<file path="config.mk">
export PLATFORM = sky130hd
export DESIGN_NAME = ram_arbiter
export DESIGN_NICKNAME = d
export VERILOG_FILES = /design/src/rtl/ram_arbiter.sv
export SDC_FILE = /design/constraint.sdc
export NUM_CORES = 1
export LEC_CHECK = 0
export BUFFER_PORTS_ARGS = -buffer_cell sky130_fd_sc_hd__buf_2
export CORE_ASPECT_RATIO = 0.9
export CORE_MARGIN = 2
export CORE_UTILIZATION = 44
export CTS_CLUSTER_DIAMETER = 120
export CTS_CLUSTER_SIZE = 40
export DETAILED_ROUTE_END_ITERATION = 16
export PLACE_DENSITY = 0.83
export SYNTH_ARGS = -nofsm -noshare
export SYNTH_HDL_FRONTEND = slang
export SYNTH_SLANG_ARGS = --single-unit
</file>
<file path="constraint.sdc">
create_clock -name clk -period 4.3 [get_ports clk]
set_input_delay 0.86 -clock clk [delete_from_list [all_inputs] [get_ports clk]]
set_output_delay 0.86 -clock clk [all_outputs]
set_load 0.05 [all_outputs]
</file>
<file path="src/rtl/ram_arbiter.sv">
// ram_arbiter: arbitrates an instruction-fetch port and a data port onto one
//   single-port synchronous RAM. Grants are combinational (same cycle),
//   read data returns exactly one cycle after its grant; writes commit in the
//   grant cycle. No internal queueing: an ungranted requester simply waits.
// Ports:
//   clk, rst_n                         - clock, async active-low reset
//   if_req/if_addr                     - fetch read request and address
//   if_gnt/if_rvalid/if_rdata          - fetch grant, read-data valid, data
//   d_req/d_we/d_addr/d_wdata          - data-port request (read or write)
//   d_gnt/d_rvalid/d_rdata             - data-port grant, read valid, data
//   mem_en/mem_we/mem_addr/mem_wdata   - command to the single-port RAM
//   mem_rdata                          - RAM read data (1-cycle latency)
module ram_arbiter #(
  parameter int ADDR_W       = 8,
  parameter int DATA_W       = 8,
  parameter int STARVE_LIMIT = 4
) (
  input  logic              clk,
  input  logic              rst_n,

  input  logic              if_req,
  input  logic [ADDR_W-1:0] if_addr,
  output logic              if_gnt,
  output logic              if_rvalid,
  output logic [DATA_W-1:0] if_rdata,

  input  logic              d_req,
  input  logic              d_we,
  input  logic [ADDR_W-1:0] d_addr,
  input  logic [DATA_W-1:0] d_wdata,
  output logic              d_gnt,
  output logic              d_rvalid,
  output logic [DATA_W-1:0] d_rdata,

  output logic              mem_en,
  output logic              mem_we,
  output logic [ADDR_W-1:0] mem_addr,
  output logic [DATA_W-1:0] mem_wdata,
  input  logic [DATA_W-1:0] mem_rdata
);

  localparam int CNT_W = $clog2(STARVE_LIMIT + 1);

  // Number of consecutive cycles fetch has been requesting without a grant.
  logic [CNT_W-1:0] starve_cnt;
  logic             starved;

  // One-cycle pending-read tags: which port owns the data on mem_rdata.
  logic             if_rd_pend;
  logic             d_rd_pend;

  // Last delivered read data per port, held between deliveries.
  logic [DATA_W-1:0] if_rdata_q;
  logic [DATA_W-1:0] d_rdata_q;

  assign starved = (starve_cnt == CNT_W'(STARVE_LIMIT));

  // ---------------------------------------------------------------------------
  // Grant logic. Data has priority on a collision unless fetch has been denied
  // STARVE_LIMIT times in a row. Grants are gated by rst_n so that every output
  // reads zero for the whole time reset is held, including a grant that would
  // otherwise appear in the cycle reset asserts.
  // ---------------------------------------------------------------------------
  always_comb begin
    if_gnt = 1'b0;
    d_gnt  = 1'b0;
    if (rst_n) begin
      if (d_req && !(if_req && starved)) begin
        d_gnt = 1'b1;
      end else if (if_req) begin
        if_gnt = 1'b1;
      end
    end
  end

  // ---------------------------------------------------------------------------
  // Memory command mux: idle cycles drive an all-zero command.
  // ---------------------------------------------------------------------------
  always_comb begin
    mem_en    = if_gnt | d_gnt;
    mem_we    = 1'b0;
    mem_addr  = '0;
    mem_wdata = '0;
    if (d_gnt) begin
      mem_we    = d_we;
      mem_addr  = d_addr;
      mem_wdata = d_wdata;
    end else if (if_gnt) begin
      mem_addr  = if_addr;
    end
  end

  // ---------------------------------------------------------------------------
  // Starvation counter: counts denied fetch cycles, saturating at the limit.
  // A grant or a withdrawn request restarts the count, so a requester that
  // gives up leaves no lingering priority behind.
  // ---------------------------------------------------------------------------
  always_ff @(posedge clk or negedge rst_n) begin
    if (!rst_n) begin
      starve_cnt <= '0;
    end else if (if_req && !if_gnt) begin
      if (!starved) begin
        starve_cnt <= starve_cnt + CNT_W'(1);
      end
    end else begin
      starve_cnt <= '0;
    end
  end

  // ---------------------------------------------------------------------------
  // Pending-read tags. Writes never produce a response. Because the tags are
  // cleared asynchronously, a read granted in the cycle reset asserts never
  // surfaces as an rvalid afterwards.
  // ---------------------------------------------------------------------------
  always_ff @(posedge clk or negedge rst_n) begin
    if (!rst_n) begin
      if_rd_pend <= 1'b0;
      d_rd_pend  <= 1'b0;
    end else begin
      if_rd_pend <= if_gnt;
      d_rd_pend  <= d_gnt & ~d_we;
    end
  end

  assign if_rvalid = if_rd_pend;
  assign d_rvalid  = d_rd_pend;

  // ---------------------------------------------------------------------------
  // Read data: pass mem_rdata straight through in the delivery cycle, and
  // capture it so the port keeps showing its last value afterwards even when
  // the RAM output moves on to serve the other port.
  // ---------------------------------------------------------------------------
  always_ff @(posedge clk or negedge rst_n) begin
    if (!rst_n) begin
      if_rdata_q <= '0;
      d_rdata_q  <= '0;
    end else begin
      if (if_rd_pend) begin
        if_rdata_q <= mem_rdata;
      end
      if (d_rd_pend) begin
        d_rdata_q <= mem_rdata;
      end
    end
  end

  assign if_rdata = if_rd_pend ? mem_rdata : if_rdata_q;
  assign d_rdata  = d_rd_pend  ? mem_rdata : d_rdata_q;

endmodule

</file>
==> PnR_summary.wiki, run 1 <==
{| class="wikitable"
! Metric !! Value
|-
| Setup crit start kind || input port
|-
| Max FO, Critical Path || 19
|-
| Dominant delay contributor by cell family on the critical path || simple AND/OR/NAND/NOR gates
|-
| Setup slack at placement || 1.36 ns
|-
| Hold Crit Depth || 1
|-
| Register bit count reported by yosys || 21
|-
| Leading cell type in the layout, fill and taps excluded || sky130_fd_sc_hd__buf_2
|-
| Aggregate routed wire length || 2570 um
|-
| Commonest cells after routing, fill and taps aside || sky130_fd_sc_hd__buf_2, sky130_fd_sc_hd__dfrtp_1, sky130_fd_sc_hd__nand3_1, sky130_fd_sc_hd__mux2_2, sky130_fd_sc_hd__nor3b_1
|-
| Share of the clock period used by the worst path after layout || 0.689
|-
| Ordered cell list for the critical path || buf_2 > and3_1 > o22ai_1 > buf_2
|-
| RSZ-0062 raised after global routing || false
|-
| Total power per unit cell area || 399 mW/mm^2
|-
| Proportion of netlist area held by the largest area contributor || 0.466
|-
| Clock tree skew after final layout || 0.00302 ns
|-
| Number of antenna violations at the first check in global routing || 0
|-
| Count of final max-slew check failures || 0
|-
| Filler cell count in the final layout || 206
|-
| Buffering stage count on the worst path with inverters included || 2
|-
| Count of different cell masters after synthesis || 23
|-
| Syn_nets || 140
|-
| Die extent in x || 57.4 um
|-
| Post-detailed-route count of antenna-violating nets || 0
|-
| Synth-to-layout area growth || 33.1%
|-
| Arrival time worst endpoint || 2.10 ns
|-
| Pin slew with the least headroom to its limit || 0.644 ns
|-
| DIE AREA || 0.00298 mm^2
|-
| Via count || 1,013
|-
| Slowest cell on the critical path || sky130_fd_sc_hd__and3_1
|-
| Gate Count Post-Synth || 101
|-
| Number of antenna diodes || 0
|-
| TritonCTS Buffers || 3
|-
| Number of iterations in the first detailed-routing pass || 4
|-
| Crit path capture type || primary output
|-
| Worst-case register-to-register setup slack || 2.77 ns
|-
| Final Hold Vio Count || 0
|-
| Outcome || completed
|-
| Sequential-to-total area share from yosys stat || 0.466
|-
| Clock H-tree levels || 1
|-
| Leading post-synthesis cells by cell area || sky130_fd_sc_hd__dfrtp_1, sky130_fd_sc_hd__mux2_2, sky130_fd_sc_hd__nand3_1
|-
| Startpoint of the tightest hold check path || if_rdata_q[0]
|-
| Setup total negative slack || 0 ns
|-
| Wire length of the first global-routing pass || 4390 um
|-
| Quantity of gates resized following cts || 0
|-
| Leakage power summed over all cells || 0.000771 uW
|-
| Worst-case setup margin in the final layout || 1.34 ns
|-
| Residual overflow from global routing || 0
|-
| Fraction of final layout cells sized beyond drive strength 1 || 0.567
|-
| Count of yosys warnings during synthesis || 0
|-
| Path depth of the worst reg2reg path || 4
|-
| Maximum number of pins on one net before global-route repair || 23
|-
| CTS tree || yes
|-
| I/O pin cnt || 75
|-
| DR WL/cell || 12.9 um
|-
| # rows || 17
|-
| Post-detailed-route DRC marker count || 0
|-
| Worst Hold Path EP || if_rdata_q[0]
|-
| Worst R2R Start || starve_cnt[0]
|-
| RR Endpoint || d_rvalid
|-
| Shortest period the worst path allows || 2.96 ns
|-
| Bufs on Longest Clock Path || 2
|-
| Chip height || 52.0 um
|-
| Number of hold-repair buffers added at the cts stage || 0
|-
| Initial drt markers || 32
|-
| Category of the critical setup timing path || in2out
|-
| Avg Cell Area, Syn || 11.2 um^2
|-
| Clk_lat worst skew || 0.29 ns
|-
| Longest individual stage delay on the worst path || 0.62 ns
|-
| Root buffer selected by CTS || sky130_fd_sc_hd__clkbuf_4
|-
| Global router's overall resource usage || 0.186
|-
| Clock net sink count || 21
|-
| Normalized max-slew margin || 0.571
|-
| Nets || 211
|-
| Clock transition at the register clock pins on the worst setup and hold paths after CTS || 0.11 ns
|-
| Hold WS || 0.505 ns
|-
| Effective utilization at floorplan || 0.461
|-
| Gpl congestion || 0.681
|-
| Library cell appearing most often on the critical path || sky130_fd_sc_hd__buf_2
|-
| Vias in the first global route || 1,006
|-
| Buffers on Ports || 74
|-
| Highest clock rate || 338 MHz
|-
| Core footprint || 0.00245 mm^2
|-
| Max Cap Viol || 0
|-
| Worst path required time || 3.44 ns
|-
| Via count normalized by instance count || 5.09
|-
| IR Drop Worst-Case VDD || 0.269 mV
|-
| Area of the mapped netlist || 0.00113 mm^2
|-
| Cell accounting for the most synthesized area || sky130_fd_sc_hd__dfrtp_1
|-
| Total setup violations reported at the end of the flow || 0
|-
| Setup Fix Bufs, Post-CTS || 0
|-
| HPWL reported at the end of detailed placement || 2010 um
|-
| Type of the most critical hold path || reg2reg
|}
==> final cells by class <==
cell class	count	area, um^2	area share
timing repair buffer	75	378	0.252
clock buffer	3	22.5	0.0150
tap	28	35.0	0.0234
multi-input combinational	69	527	0.351
sequential	21	526	0.350
inverter	2	7.51	0.00500
clock inverter	1	5.00	0.00334
==> cells in the mapped netlist, drive strengths merged <==
cell type	number
nor2b	1
nor2	2
nor3	1
and2	1
dfrtp	21
o21a	2
a21boi	1
nand2b	1
nand3	16
o22ai	8
mux2	16
nand2	3
o32ai	2
o211a	1
nand3b	1
inv	2
ha	2
nor3b	9
nand4b	1
buf	9
and3	1
==> flip-flops by register name, summed over array words and instances (netlist names) <==
name and flops:
d_rvalid 1, if_rvalid 1, d_rdata_q 8, starve_cnt 3, if_rdata_q 8
==> cells by family (layout without fill, tap and decap cells) <==
group           count (synthesis)  count (layout)  share of synthesized area
flops                          21              21                      0.466
fa+ha+maj                       2               2                     0.0222
simple gates                   37              37                      0.193
mux                            16              16                      0.160
compound gates                 14              14                     0.0921
buf+inv                        11              81                     0.0666
==> per-stage QoR <==
stage / instances / total power (uW) / area, um^2 / utilization
CTS: 199 / 608 / 1500 / 0.613
global route: 199 / 631 / 1500 / 0.613
finish: 199 / 599 / 1500 / 0.613
detailed placement: 195 / 516 / 1470 / 0.602
floorplan: 101 / 453 / 1130 / -
global placement: 195 / 509 / 1470 / 0.602
==> per-layer routing <==
metal	vias up	routed length, um	global-route usage
met5	-	0	0
met4	0	14	0.0581
met3	2	193	0.0274
met2	49	1270	0.352
met1	451	1090	0.215
li1	511	-	-
==> worst max path at each step <==
stage            from            to  slack, ns  cells after the start
2_1_floorplan   d_req  mem_wdata[0]       1.07                      4
3_3_place_gp   if_req   mem_addr[1]       1.43                      4
3_5_place_dp   if_req   mem_addr[3]       1.36                      4
4_1_cts        if_req   mem_addr[1]       1.35                      4
5_1_grt        if_req   mem_addr[4]       1.19                      4
6_report       if_req   mem_addr[6]       1.34                      4
==> where the power goes <==
part,leakage [uW],total [uW],switching (uW),internal [uW]
combinational,0.000497,270,197,73.4
clock,0.0000177,89.6,55.1,34.6
sequential,0.000256,239,10.6,228
Power figures use the tool's default switching activity.
==> run 2, diff against run 1 <==
Settings changed: CORE_UTILIZATION 44 to 37, PLACE_DENSITY 0.83 to 0.74.
Clock period 4.3 ns to 2.4 ns, I/O delays scaled along.
==> run 2 against run 1 <==
Core utilization is 4.5 points lower. Sequential power up 79%. Sequential share of layout area fell by 2.2 points. Non-clock buffer count up 3. Clock-buffer cell count is 1 higher. Critical endpoint is now mem_wdata[7].
==> PnR_summary.wiki, run 2 (same netlist as run 1, synthesis figures left out) <==
{| class="wikitable"
! Metric !! Value
|-
| Initial drt markers || 13 (was 32)
|-
| Shortest period the worst path allows || 2.30 ns
|-
| Switching share of power || 0.433 (was 0.438)
|-
| Number of hold-repair buffers added at the cts stage || 0 (unchanged)
|-
| Gpl congestion || 0.684 (was 0.681)
|-
| Via count || 1,085 (was 1,013)
|-
| Crit path capture type || primary output (unchanged)
|-
| Normalized max-slew margin || 0.676 (was 0.571)
|-
| Wire length of the first global-routing pass || 4590 um (was 4390 um)
|-
| Worst path required time || 1.92 ns (was 3.44 ns)
|-
| Via count normalized by instance count || 5.07 (was 5.09)
|-
| Part of the power in registers || 0.395 (was 0.399)
|-
| Total power per unit cell area || 678 mW/mm^2 (was 399 mW/mm^2)
|-
| Setup total negative slack || 0 ns (unchanged)
|-
| Residual overflow from global routing || 0 (unchanged)
|-
| Root buffer selected by CTS || sky130_fd_sc_hd__clkbuf_4 (unchanged)
|-
| Comb pwr share || 0.462 (was 0.451)
|-
| Ordered cell list for the critical path || inv_1 > ha_2 > and3_1 > buf_4 > nor3b_1 > clkbuf_4 (was buf_2 > and3_1 > o22ai_1 > buf_2)
|-
| Pin slew with the least headroom to its limit || 0.485 ns (was 0.644 ns)
|-
| Leakage power summed over all cells || 0.000794 uW (was 0.000771 uW)
|-
| Worst-case setup margin in the final layout || 0.0978 ns (was 1.34 ns)
|-
| Longest individual stage delay on the worst path || 0.39 ns (was 0.62 ns)
|-
| Path depth of the worst reg2reg path || 5 (was 4)
|-
| Clock transition at the register clock pins on the worst setup and hold paths after CTS || 0.10 ns (was 0.11 ns)
|-
| Share of the clock period used by the worst path after layout || 0.959
|-
| Setup slack at placement || 0.192 ns (was 1.36 ns)
|-
| Highest clock rate || 434 MHz
|-
| Total Power Consumption || 1080 uW (was 599 uW)
|-
| Vias in the first global route || 1,034 (was 1,006)
|-
| Leading registers by flop count || d_rdata_q x8, if_rdata_q x8, starve_cnt x3 (unchanged)
|-
| CTS tree || yes (unchanged)
|-
| Count of final max-slew check failures || 0 (unchanged)
|-
| Post-detailed-route DRC marker count || 0 (unchanged)
|-
| Category of the critical setup timing path || reg2out (was in2out)
|-
| Number of antenna violations at the first check in global routing || 0 (unchanged)
|-
| DR WL/cell || 13.6 um (was 12.9 um)
|-
| M1 GR Usage || 0.175 (was 0.215)
|-
| Max FO, Critical Path || 19 (unchanged)
|-
| Type of the most critical hold path || in2async (was reg2reg)
|-
| Nets || 214 (was 211)
|-
| Max Cap Viol || 0 (unchanged)
|-
| Met2 Usage GRT || 0.318 (was 0.352)
|-
| Number of antenna diodes || 0 (unchanged)
|-
| Grt peak-use layer || met2 (unchanged)
|-
| Int Power || 615 uW (was 336 uW)
|-
| Bufs on Longest Clock Path || 2 (unchanged)
|-
| Buffers on Ports || 74 (unchanged)
|-
| Clock Power Share || 0.143 (was 0.150)
|-
| # rows || 18 (was 17)
|-
| Total placed instance area || 0.00150 mm^2 (was 0.00147 mm^2)
|-
| Maximum number of pins on one net before global-route repair || 24 (was 23)
|-
| DIE AREA || 0.00351 mm^2 (was 0.00298 mm^2)
|-
| RR Endpoint || d_rvalid (unchanged)
|-
| I/O pin cnt || 75 (unchanged)
|-
| IR Drop Worst-Case VDD || 0.204 mV (was 0.269 mV)
|-
| Outcome || completed (unchanged)
|-
| Net Switching || 470 uW (was 263 uW)
|-
| Final Hold Vio Count || 0 (unchanged)
|-
| Post-detailed-route count of antenna-violating nets || 0 (unchanged)
|-
| Final design instance area without fill || 0.00160 mm^2 (was 0.00150 mm^2)
|-
| TritonCTS Buffers || 3 (unchanged)
|-
| Synth-to-layout area growth || 42.0% (was 33.1%)
|-
| Clock H-tree levels || 1 (unchanged)
|-
| Aggregate routed wire length || 2910 um (was 2570 um)
|-
| Chip height || 56.4 um (was 52.0 um)
|-
| Number of iterations in the first detailed-routing pass || 2 (was 4)
|-
| Core footprint || 0.00282 mm^2 (was 0.00245 mm^2)
|-
| Arrival time worst endpoint || 1.82 ns (was 2.10 ns)
|-
| Met3 usage in global routing || 0.0240 (was 0.0274)
|-
| HPWL reported at the end of detailed placement || 2220 um (was 2010 um)
|-
| Commonest cells after routing, fill and taps aside || sky130_fd_sc_hd__buf_2, sky130_fd_sc_hd__dfrtp_1, sky130_fd_sc_hd__nand3_1, sky130_fd_sc_hd__mux2_2 (was sky130_fd_sc_hd__buf_2, sky130_fd_sc_hd__dfrtp_1, sky130_fd_sc_hd__nand3_1, sky130_fd_sc_hd__mux2_2, sky130_fd_sc_hd__nor3b_1)
|-
| Effective utilization at floorplan || 0.400 (was 0.461)
|-
| Fraction of final layout cells sized beyond drive strength 1 || 0.603 (was 0.567)
|-
| Slowest cell on the critical path || sky130_fd_sc_hd__dfrtp_1 (was sky130_fd_sc_hd__and3_1)
|-
| Global router's overall resource usage || 0.161 (was 0.186)
|-
| Clock tree skew after final layout || 0.00154 ns (was 0.00302 ns)
|-
| Worst R2R Start || starve_cnt[0] (unchanged)
|-
| Total setup violations reported at the end of the flow || 0 (unchanged)
|-
| Hold WS || 0.0950 ns (was 0.505 ns)
|-
| Die extent in x || 62.2 um (was 57.4 um)
|-
| Leading cell type in the layout, fill and taps excluded || sky130_fd_sc_hd__buf_2 (unchanged)
|-
| Clock net sink count || 21 (unchanged)
|-
| Worst-case register-to-register setup slack || 1.08 ns (was 2.77 ns)
|-
| Clk_lat worst skew || 0.28 ns (was 0.29 ns)
|-
| Setup crit start kind || register (was input port)
|}
run 2: cell types whose count changed in the layout (fill, tap and decap cells not counted), sizes merged:
cell,previous run,this run
clkinv,1,0
clkbuf,3,7
run 2: worst max-delay path by stage:
stage,end,cells past startpoint,startpoint,slack (ns)
6_report,mem_wdata[7],6,starve_cnt[0],0.1
3_5_place_dp,mem_wdata[5],4,rst_n,0.19
3_3_place_gp,mem_we,4,rst_n,0.32
2_1_floorplan,mem_wdata[0],5,starve_cnt[0],-0.18
5_1_grt,mem_wdata[4],6,starve_cnt[0],-0.04
4_1_cts,mem_wdata[0],6,starve_cnt[0],0.01
run 2: layout make-up:
| cell class | count | area (um^2) |
|---|---|---|
| inverters | 2 | 7.51 |
| flip-flops and latches | 21 | 526 |
| fillers | 254 | 1210 |
| multi-input cells | 69 | 561 |
| repair buffers | 78 | 430 |
| well taps | 40 | 50.0 |
| clock buffers | 4 | 26.3 |
run 2: layer usage:
metal / routed length [um] / part of all wire
met5: 0 / 0
met4: 22 / 0.0076
met3: 202 / 0.070
met2: 1570 / 0.54
met1: 1110 / 0.38
run 2: per-stage QoR:
stage | std cells | utilization
3_5_place_dp | 209 | 0.534
4_1_cts | 213 | 0.544
2_1_floorplan | 101 | -
6_report | 214 | 0.568
3_3_place_gp | 209 | 0.534
5_1_grt | 214 | 0.568
run 2: power groups by stage:
stage	Clock (uW)	Sequential (uW)	Combinational, uW
floorplan	0	432	379
global placement	0	433	482
detailed placement	0	438	493
CTS	163	431	494
global route	176	436	526
finish	155	429	501
run 2: timing repair:
item / 4_1_cts / 5_1_grt
buffers inserted: 0 / 1
resized for setup: 1 / 22
pin swaps: 0 / 0
endpoints found under the setup margin: 1 / 11
run 2: critical path: cells and delay by family, from the launching register on:
| kind | cells | cell delay (ns) |
|---|---|---|
| adders and majority gates | 1 | 0.22 |
| DFF | 1 | 0.39 |
| buffers and inverters | 3 | 0.54 |
| and+or+nand+nor | 2 | 0.38 |
